File: src/rtl/boid_frame_writer.sv
`default_nettype none
// ============================================================================
// Module   : boid_frame_writer
// Purpose  : Per-frame erase-then-draw of boid pixels into the 1-bit display RAM.
// Revision : 1.0 - initial release
// ============================================================================
module boid_frame_writer #(
  parameter int MAX_BOIDS      = 8,
  parameter int BITS_FOR_BOIDS = $clog2(MAX_BOIDS),
  parameter int VIDEO_WIDTH    = 640,
  parameter int VIDEO_HEIGHT   = 480,
  parameter int ADDR_WIDTH     = 19
) (
  input  logic                      clock,
  input  logic                      reset_n,
  input  logic                      frame_start,
  input  logic [BITS_FOR_BOIDS:0]   num_active,
  output logic [BITS_FOR_BOIDS-1:0] boid_sel,
  input  logic [9:0]                boid_x,
  input  logic [8:0]                boid_y,
  output logic                      fb_we,
  output logic [ADDR_WIDTH-1:0]     fb_addr,
  output logic                      fb_wdata,
  output logic                      busy,
  output logic                      frame_done,
  output logic                      frame_overrun
);

  typedef enum logic [1:0] {
    IDLE  = 2'd0,
    ERASE = 2'd1,
    FETCH = 2'd2
  } state_t;

  localparam logic [BITS_FOR_BOIDS-1:0] LAST_IDX = BITS_FOR_BOIDS'(MAX_BOIDS - 1);
  localparam logic [BITS_FOR_BOIDS:0]   CNT_MAX  = (BITS_FOR_BOIDS + 1)'(MAX_BOIDS);
  localparam logic [9:0]                X_LIMIT  = 10'(VIDEO_WIDTH);
  localparam logic [8:0]                Y_LIMIT  = 9'(VIDEO_HEIGHT);

  state_t                      state, state_next;
  logic [BITS_FOR_BOIDS-1:0]   idx, idx_next;
  logic [BITS_FOR_BOIDS:0]     num_lat;
  logic [MAX_BOIDS-1:0]        prev_valid;
  logic [ADDR_WIDTH-1:0]       prev_addr [MAX_BOIDS];

  logic                        accept;
  logic                        in_range;
  logic [ADDR_WIDTH-1:0]       pix_addr;
  logic                        wr_en;
  logic [ADDR_WIDTH-1:0]       wr_addr;
  logic                        wr_data;
  logic                        tbl_upd;
  logic                        tbl_valid;
  logic                        done_next;

  // frame_done marks the final write slot, which still belongs to the burst.
  assign busy   = (state != IDLE) || frame_done;
  assign accept = frame_start && (state == IDLE) && !frame_done;

  // y*640 + x as shifts; out-of-range coordinates are filtered, never wrapped.
  assign pix_addr = (ADDR_WIDTH'(boid_y) << 9) + (ADDR_WIDTH'(boid_y) << 7)
                  + ADDR_WIDTH'(boid_x);
  assign in_range = ({1'b0, idx} < num_lat) && (boid_x < X_LIMIT) && (boid_y < Y_LIMIT);

  always_ff @(posedge clock) begin
    if (!reset_n) begin
      state <= IDLE;
    end else begin
      state <= state_next;
    end
  end

  always_comb begin
    state_next = state;
    idx_next   = idx;
    wr_en      = 1'b0;
    wr_addr    = fb_addr;
    wr_data    = fb_wdata;
    tbl_upd    = 1'b0;
    tbl_valid  = 1'b0;
    done_next  = 1'b0;
    boid_sel   = '0;
    case (state)
      IDLE: begin
        if (accept) begin
          state_next = ERASE;
          idx_next   = '0;
        end
      end
      ERASE: begin
        if (prev_valid[idx]) begin
          wr_en   = 1'b1;
          wr_addr = prev_addr[idx];
          wr_data = 1'b0;
        end
        if (idx == LAST_IDX) begin
          idx_next   = '0;
          state_next = FETCH;
        end else begin
          idx_next = idx + 1'b1;
        end
      end
      FETCH: begin
        boid_sel  = idx;
        tbl_upd   = 1'b1;
        tbl_valid = in_range;
        if (in_range) begin
          wr_en   = 1'b1;
          wr_addr = pix_addr;
          wr_data = 1'b1;
        end
        if (idx == LAST_IDX) begin
          idx_next   = '0;
          state_next = IDLE;
          done_next  = 1'b1;
        end else begin
          idx_next = idx + 1'b1;
        end
      end
      default: begin
        state_next = IDLE;
        idx_next   = '0;
      end
    endcase
  end

  always_ff @(posedge clock) begin
    if (!reset_n) begin
      idx           <= '0;
      num_lat       <= '0;
      fb_we         <= 1'b0;
      fb_addr       <= '0;
      fb_wdata      <= 1'b0;
      frame_done    <= 1'b0;
      frame_overrun <= 1'b0;
      prev_valid    <= '0;
      for (int i = 0; i < MAX_BOIDS; i++) begin
        prev_addr[i] <= '0;
      end
    end else begin
      idx           <= idx_next;
      fb_we         <= wr_en;
      fb_addr       <= wr_addr;
      fb_wdata      <= wr_data;
      frame_done    <= done_next;
      frame_overrun <= frame_start && busy;
      if (accept) begin
        num_lat <= (num_active > CNT_MAX) ? CNT_MAX : num_active;
      end
      if (tbl_upd) begin
        prev_valid[idx] <= tbl_valid;
        if (tbl_valid) begin
          prev_addr[idx] <= pix_addr;
        end
      end
    end
  end

endmodule
`default_nettype wire

File: config.mk
export PLATFORM = sky130hd
export DESIGN_NAME = boid_frame_writer
export DESIGN_NICKNAME = d
export VERILOG_FILES = /design/src/rtl/boid_frame_writer.sv
export SDC_FILE = /design/constraint.sdc
export NUM_CORES = 1
export LEC_CHECK = 0
export BUFFER_PORTS_ARGS = -buffer_cell sky130_fd_sc_hd__buf_2
export CAP_MARGIN = 20
export CORE_ASPECT_RATIO = 0.8
export CORE_UTILIZATION = 50
export CTS_CLUSTER_SIZE = 16
export DETAILED_ROUTE_END_ITERATION = 7
export PLACE_DENSITY = 0.78
export SYNTH_ARGS = -nofsm -noshare
export SYNTH_HDL_FRONTEND = slang
export SYNTH_SLANG_ARGS = --single-unit
File: constraint.sdc
create_clock -name clock -period 3.2 [get_ports clock]
set_input_delay 0.32 -clock clock [delete_from_list [all_inputs] [get_ports clock]]
set_output_delay 0.32 -clock clock [all_outputs]
set_load 0.03 [all_outputs]
==> impl_metrics.json, run 1 <==
{
  "worstPathMaxFanout": 14,
  "ys_seq_area_share_pct": 59.6,
  "postCtsHoldBufs": 0,
  "postCtsSetupBuffers": 0,
  "drv_cap": 0,
  "drt-vias-per-instance": 5.90,
  "slowest_delay_ns": 0.50,
  "netSwitchingFraction_pct": 26.8,
  "dieArea_mm2": 0.0188,
  "grt_pass1_vias": 6164,
  "drive_gt1_share_pct": 22.9,
  "cts_max_level": 4,
  "synth-compound-area-share_pct": 5.21,
  "synth_top_cell_by_area": "edfxtp_1",
  "cts_buffers": 17,
  "drc": 0,
  "setup_viol": 0,
  "p_sw_uw": 1610,
  "synth_common_cells": "152 x edfxtp_1, 104 x nor2_1, 63 x and2_1",
  "run_status": "completed",
  "crit_arrival_ns": 2.94,
  "post-route-min-period_ns": 2.83,
  "clk_latency_ns": 0.43,
  "min_period_over_period_pct": 88.4,
  "firstDrtPassIters": 6,
  "synth.top_cells.by_area": "edfxtp_1 50%, mux4_2 9.9%, dfxtp_1 9.5%",
  "portBuffers": 52,
  "p_clk_share_pct": 34.8,
  "fp.dieH_um": 123,
  "areaGrowthSynthToFinish_pct": 15.1,
  "synth_simple_gate_area_share_pct": 15.2,
  "dp_slack_ns": 0.135,
  "routed-via-count": 6066,
  "antenna_found_initial": 0,
  "yosysWarningCount": 0,
  "clock_skew_ns": 0.0115,
  "grt_max_degree": 37,
  "total_power_uw": 6020,
  "irDropWorstVdd_v": 0.000373,
  "synth_top_family_by_area": "simple AND/OR/NAND/NOR gates",
  "crit_slowest_cell": "or2_2",
  "fin_area_mm2": 0.0105,
  "cts_sinks": 195,
  "grt_overflow_total": 0,
  "hold_class": "in -> reg",
  "root_buffer": "clkbuf_16",
  "dieWidth_um": 153,
  "synth.top_cell.area_share_pct": 50.1,
  "finalHoldViolCount": 0,
  "drtIter0Drc": 538,
  "clockBufferDepth": 2,
  "num_antenna_cells": 0,
  "core_area_mm2": 0.0176,
  "fmax_mhz": 354,
  "tns_ns": 0,
  "cts_resized": 0,
  "cp.required_ns": 3.31,
  "dp_hpwl_mm": 14.2,
  "ys_async_sr_fraction_pct": 0,
  "synth_edf_count": 152,
  "syn_nets": 759,
  "fp-row-count": 43,
  "ys.flop_type": "edfxtp_1",
  "start_util_pct": 51.7,
  "ios": 53,
  "fill_cells": 1326,
  "worst_slack_ns": 0.372,
  "ant_nets": 0,
  "crit_type": "reg -> reg",
  "seq_power_share_pct": 48.2,
  "grt_pass1_wl_mm": 33.5,
  "post_dp_cell_area_mm2": 0.00990,
  "power_frac_comb_pct": 17.0,
  "synthMuxAreaShare_pct": 13.0,
  "grt_use_total_pct": 24.1,
  "gp_routability_congestion": 0.828,
  "routed_wl_mm": 21.4,
  "synthXorXnorAreaFrac_pct": 0.770,
  "worst_pin_slew_ns": 0.672,
  "synth_cell_types": 48,
  "power_per_cell_area_mw_per_mm2": 574,
  "synth.cell_area_mm2": 0.00910,
  "start_kind": "register",
  "fin_util_pct": 59.6,
  "synthCells": 706,
  "maxSlewViolCount": 0,
  "slew_headroom_pct": 54.8,
  "ys_ff_latch": 195,
  "cp_cell_sequence": "inv_1 -> ha_1 -> a21o_1 -> a31oi_1 -> o21a_1 -> nand3b_1 -> or2_2 -> nand2_1 -> buf_4",
  "rrSetupSlack_ns": 0.37,
  "rsz0062_at_grt": "no",
  "wl_per_cell_um": 20.8,
  "avgSynthCellArea_um2": 12.9,
  "cp-end-kind": "register",
  "path_clk_slew_ns": 0.07,
  "final_nets": 844,
  "yosysMostFrequentCell": "edfxtp_1",
  "synthAdderAreaFrac_pct": 3.88,
  "leakage_uw": 0.00410,
  "internal-power_uw": 4410,
  "tritoncts": "built"
}
-- metal layers --
layer	wire, µm	share of wire, %	global-route usage [%]
met2	10800	51	42.0
met3	1620	7.6	4.34
met1	8480	40	30.6
met5	0	0	0
met4	439	2.1	8.90
-- critical path, delay by kind of cell (launching register included) --
family	cells	cell delay, ns
fa+ha+maj	1	0.29
flops	1	0.34
simple gates	3	0.94
compound gates	3	0.61
buf+inv	2	0.32
-- power by group through the flow --
stage	Clock [µW]	Combinational (µW)	Sequential [µW]
final	2090	1020	2900
after global routing	2210	1100	2910
after CTS	2110	1020	2900
after detailed placement	0	1010	2950
after global placement	0	995	2950
after floorplan	0	623	2990
-- metrics by stage --
step                      hold slack (ns)  instances
after floorplan                     0.433        706
after global placement              0.442        997
after detailed placement            0.454        997
after CTS                           0.130       1029
after global routing                0.131       1029
final                               0.143       1029
-- state kept, by name (all words and copies together), names as in the netlist, named ones only --
name and count:
fb_addr 19, prev_valid 8, frame_done 1, fb_we 1, frame_overrun 1, prev_addr 152
fb_wdata 1, idx 3, state 2, num_lat 4
-- cell usage in the layout (no fill, tap or decap), drive strengths merged, types with 6 or more instances in the layout --
cell    instances
mux2i          24
inv            18
nand2          44
and3           24
ha             25
edfxtp        152
nor2b           6
nand3          12
dfxtp          43
buf           106
a21oi          25
and2           64
mux4           40
o21ai          10
nor2          104
clkbuf         23
o22ai          13
-- final cells by class --
cell class	count	area [µm²]	share of cell area [%]
multi-input combinational	458	3460	33.1
clock inverter	9	61.3	0.585
inverter	13	48.8	0.466
tap	225	282	2.69
timing repair buffer	106	678	6.47
sequential	195	5430	51.8
clock buffer	23	522	4.98
-- worst paths after layout --
path                         startpoint                       endpoint  depth (start not counted)
max             num_lat[2]$_SDFFE_PN0P_  prev_addr[1][1]$_SDFFCE_PN0P_                          9
min                         frame_start       frame_overrun$_SDFF_PN0_                          2
max reg2reg     num_lat[2]$_SDFFE_PN0P_  prev_addr[1][1]$_SDFFCE_PN0P_                          9
min reg2reg  prev_valid[2]$_SDFFE_PN0P_     prev_valid[2]$_SDFFE_PN0P_                          2
-- kinds of logic (layout without fill, tap and decap cells) --
group / Yosys count / after routing
xor gates and xnor gates: 8 / 8
muxes: 68 / 68
buffers and inverters: 53 / 151
adders and majority gates: 27 / 27
DFF: 195 / 195
AOI/OAI and AO/OA: 75 / 75
and+or+nand+nor: 280 / 280
No activity file was read; power rests on OpenSTA's default activity.
==> run 2: changes to the inputs <==
--- a/config.mk
+++ b/config.mk
@@ -11,7 +11,7 @@
 export CORE_UTILIZATION = 50
 export CTS_CLUSTER_SIZE = 16
 export DETAILED_ROUTE_END_ITERATION = 7
-export PLACE_DENSITY = 0.78
+export PLACE_DENSITY = 0.67
 export SYNTH_ARGS = -nofsm -noshare
 export SYNTH_HDL_FRONTEND = slang
 export SYNTH_SLANG_ARGS = --single-unit
==> impl_metrics.json, run 2 (synthesis gave the netlist of run 1 again) <==
{
  "areaGrowthSynthToFinish_pct": 15.6,
  "post-route-min-period_ns": 2.84,
  "tritoncts": "built",
  "dieArea_mm2": 0.0188,
  "clockBufferDepth": 2,
  "clk_latency_ns": 0.44,
  "start_kind": "register",
  "postCtsHoldBufs": 0,
  "layout_commonest_cell": "edfxtp_1",
  "dp.cells": 992,
  "min_period_over_period_pct": 88.6,
  "drive_gt1_share_pct": 22.5,
  "multi_input_area_mm2": 0.00346,
  "power_per_cell_area_mw_per_mm2": 593,
  "layout_common_cells": "152 x edfxtp_1, 104 x nor2_1, 63 x and2_1",
  "drtIter0Drc": 549,
  "firstDrtPassIters": 5,
  "routed_wl_mm": 22.1,
  "leakage_uw": 0.00410,
  "core_area_mm2": 0.0176,
  "cts_resized": 0,
  "finalHoldViolCount": 0,
  "routed-via-count": 6053,
  "dieWidth_um": 153,
  "fmax_mhz": 353,
  "cts_sinks": 195,
  "dp_hpwl_mm": 14.6,
  "grt_use_total_pct": 25.1,
  "crit_type": "reg -> reg",
  "largest_reg_flops": 152,
  "portBuffers": 52,
  "crit_arrival_ns": 2.97,
  "grt_pass1_vias": 6129,
  "tns_ns": 0,
  "ant_nets": 0,
  "fin_util_pct": 59.8,
  "final_nets": 839,
  "ios": 53,
  "drc": 0,
  "drt-vias-per-instance": 5.91,
  "stdcell_count": 1024,
  "cts_max_level": 4,
  "irDropWorstVdd_v": 0.000390,
  "fp.dieH_um": 123,
  "clock_skew_ns": 0.00895,
  "grt_pass1_wl_mm": 34.0,
  "slew_headroom_pct": 47.6,
  "fp-row-count": 43,
  "worst_pin_slew_ns": 0.785,
  "gp_routability_congestion": 0.821,
  "worstPathMaxFanout": 13,
  "cts_buffers": 17,
  "antenna_found_initial": 0,
  "reg.largest.list": "prev_addr: 152 flops, fb_addr: 19 flops, prev_valid: 8 flops",
  "drv_cap": 0,
  "grt_max_degree": 34,
  "run_status": "completed",
  "total_power_uw": 6240,
  "cp.required_ns": 3.33,
  "start_util_pct": 51.7,
  "root_buffer": "clkbuf_16",
  "cp-end-kind": "register",
  "grt_overflow_total": 0,
  "fill_cells": 1368,
  "rsz0062_at_grt": "no",
  "num_antenna_cells": 0,
  "setup_viol": 0,
  "postCtsSetupBuffers": 0,
  "seqCellArea_mm2": 0.00543,
  "maxSlewViolCount": 0,
  "wl_per_cell_um": 21.5,
  "path_clk_slew_ns": 0.07,
  "top_register": "prev_addr",
  "hold_class": "in -> reg"
}
## run 2: cell types whose count changed in the layout (fill, tap and decap cells not counted), moves of 2 or more
cell / delta
clkbuf_16: +2
inv_6: -2
clkinvlp_4: +2
buf_4: -5
bufinv_16: +2
inv_4: -2
## run 2: critical path, cell delays in order (launching register included)
cell,delay (ns)
dfxtp_1,0.33
inv_1,0.05
ha_1,0.29
a21o_1,0.19
a31oi_1,0.27
o21a_1,0.21
nand3b_1,0.26
or2_2,0.51
nand2_1,0.14
buf_4,0.26
## run 2: path summary, 6_finish.rpt
kind,cells past startpoint,slack [ns],to,startpoint
worst max-delay path,9,0.36,prev_addr[3][8]$_SDFFCE_PN0P_,num_lat[2]$_SDFFE_PN0P_
worst min-delay path,2,0.13,frame_overrun$_SDFF_PN0_,frame_start
worst max register to register,9,0.36,prev_addr[3][8]$_SDFFCE_PN0P_,num_lat[2]$_SDFFE_PN0P_
worst min register to register,2,0.46,prev_valid[0]$_SDFFE_PN0P_,prev_valid[0]$_SDFFE_PN0P_
## run 2: area by class of cell
| cell class | count | share of cell area (%) |
|---|---|---|
| Timing Repair Buffer | 101 | 6.09 |
| Clock buffer | 24 | 5.30 |
| Clock inverter | 8 | 1.01 |
| Sequential cell | 195 | 51.6 |
| Inverter | 13 | 0.464 |
| Multi-Input combinational cell | 458 | 32.9 |
| Tap cell | 225 | 2.67 |
## run 2: stage by stage
| step | area [µm²] | hold slack, ns | setup slack, ns |
|---|---|---|---|
| after floorplan | 9100 | 0.433 | 0.354 |
| after global placement | 9860 | 0.444 | 0.180 |
| after detailed placement | 9860 | 0.453 | 0.135 |
| after CTS | 10500 | 0.125 | 0.376 |
| after global routing | 10500 | 0.145 | 0.190 |
| final | 10500 | 0.134 | 0.363 |
## run 2: power breakdown
part	total (µW)	switching, µW	internal [µW]
clock	2320	931	1390
sequential	2900	63.7	2830
combinational	1020	619	402
total	6240	1610	4630
## run 2: metal layers
| layer | share of wire (%) | vias up | track usage (%) | wire length (µm) |
|---|---|---|---|---|
| met3 | 5.6 | 41 | 3.50 | 1250 |
| met5 | 0 | - | 0 | 0 |
| met2 | 51 | 194 | 43.2 | 11100 |
| met1 | 41 | 3064 | 31.5 | 9060 |
| li1 | - | 2754 | - | - |
| met4 | 2.8 | 0 | 12.8 | 611 |
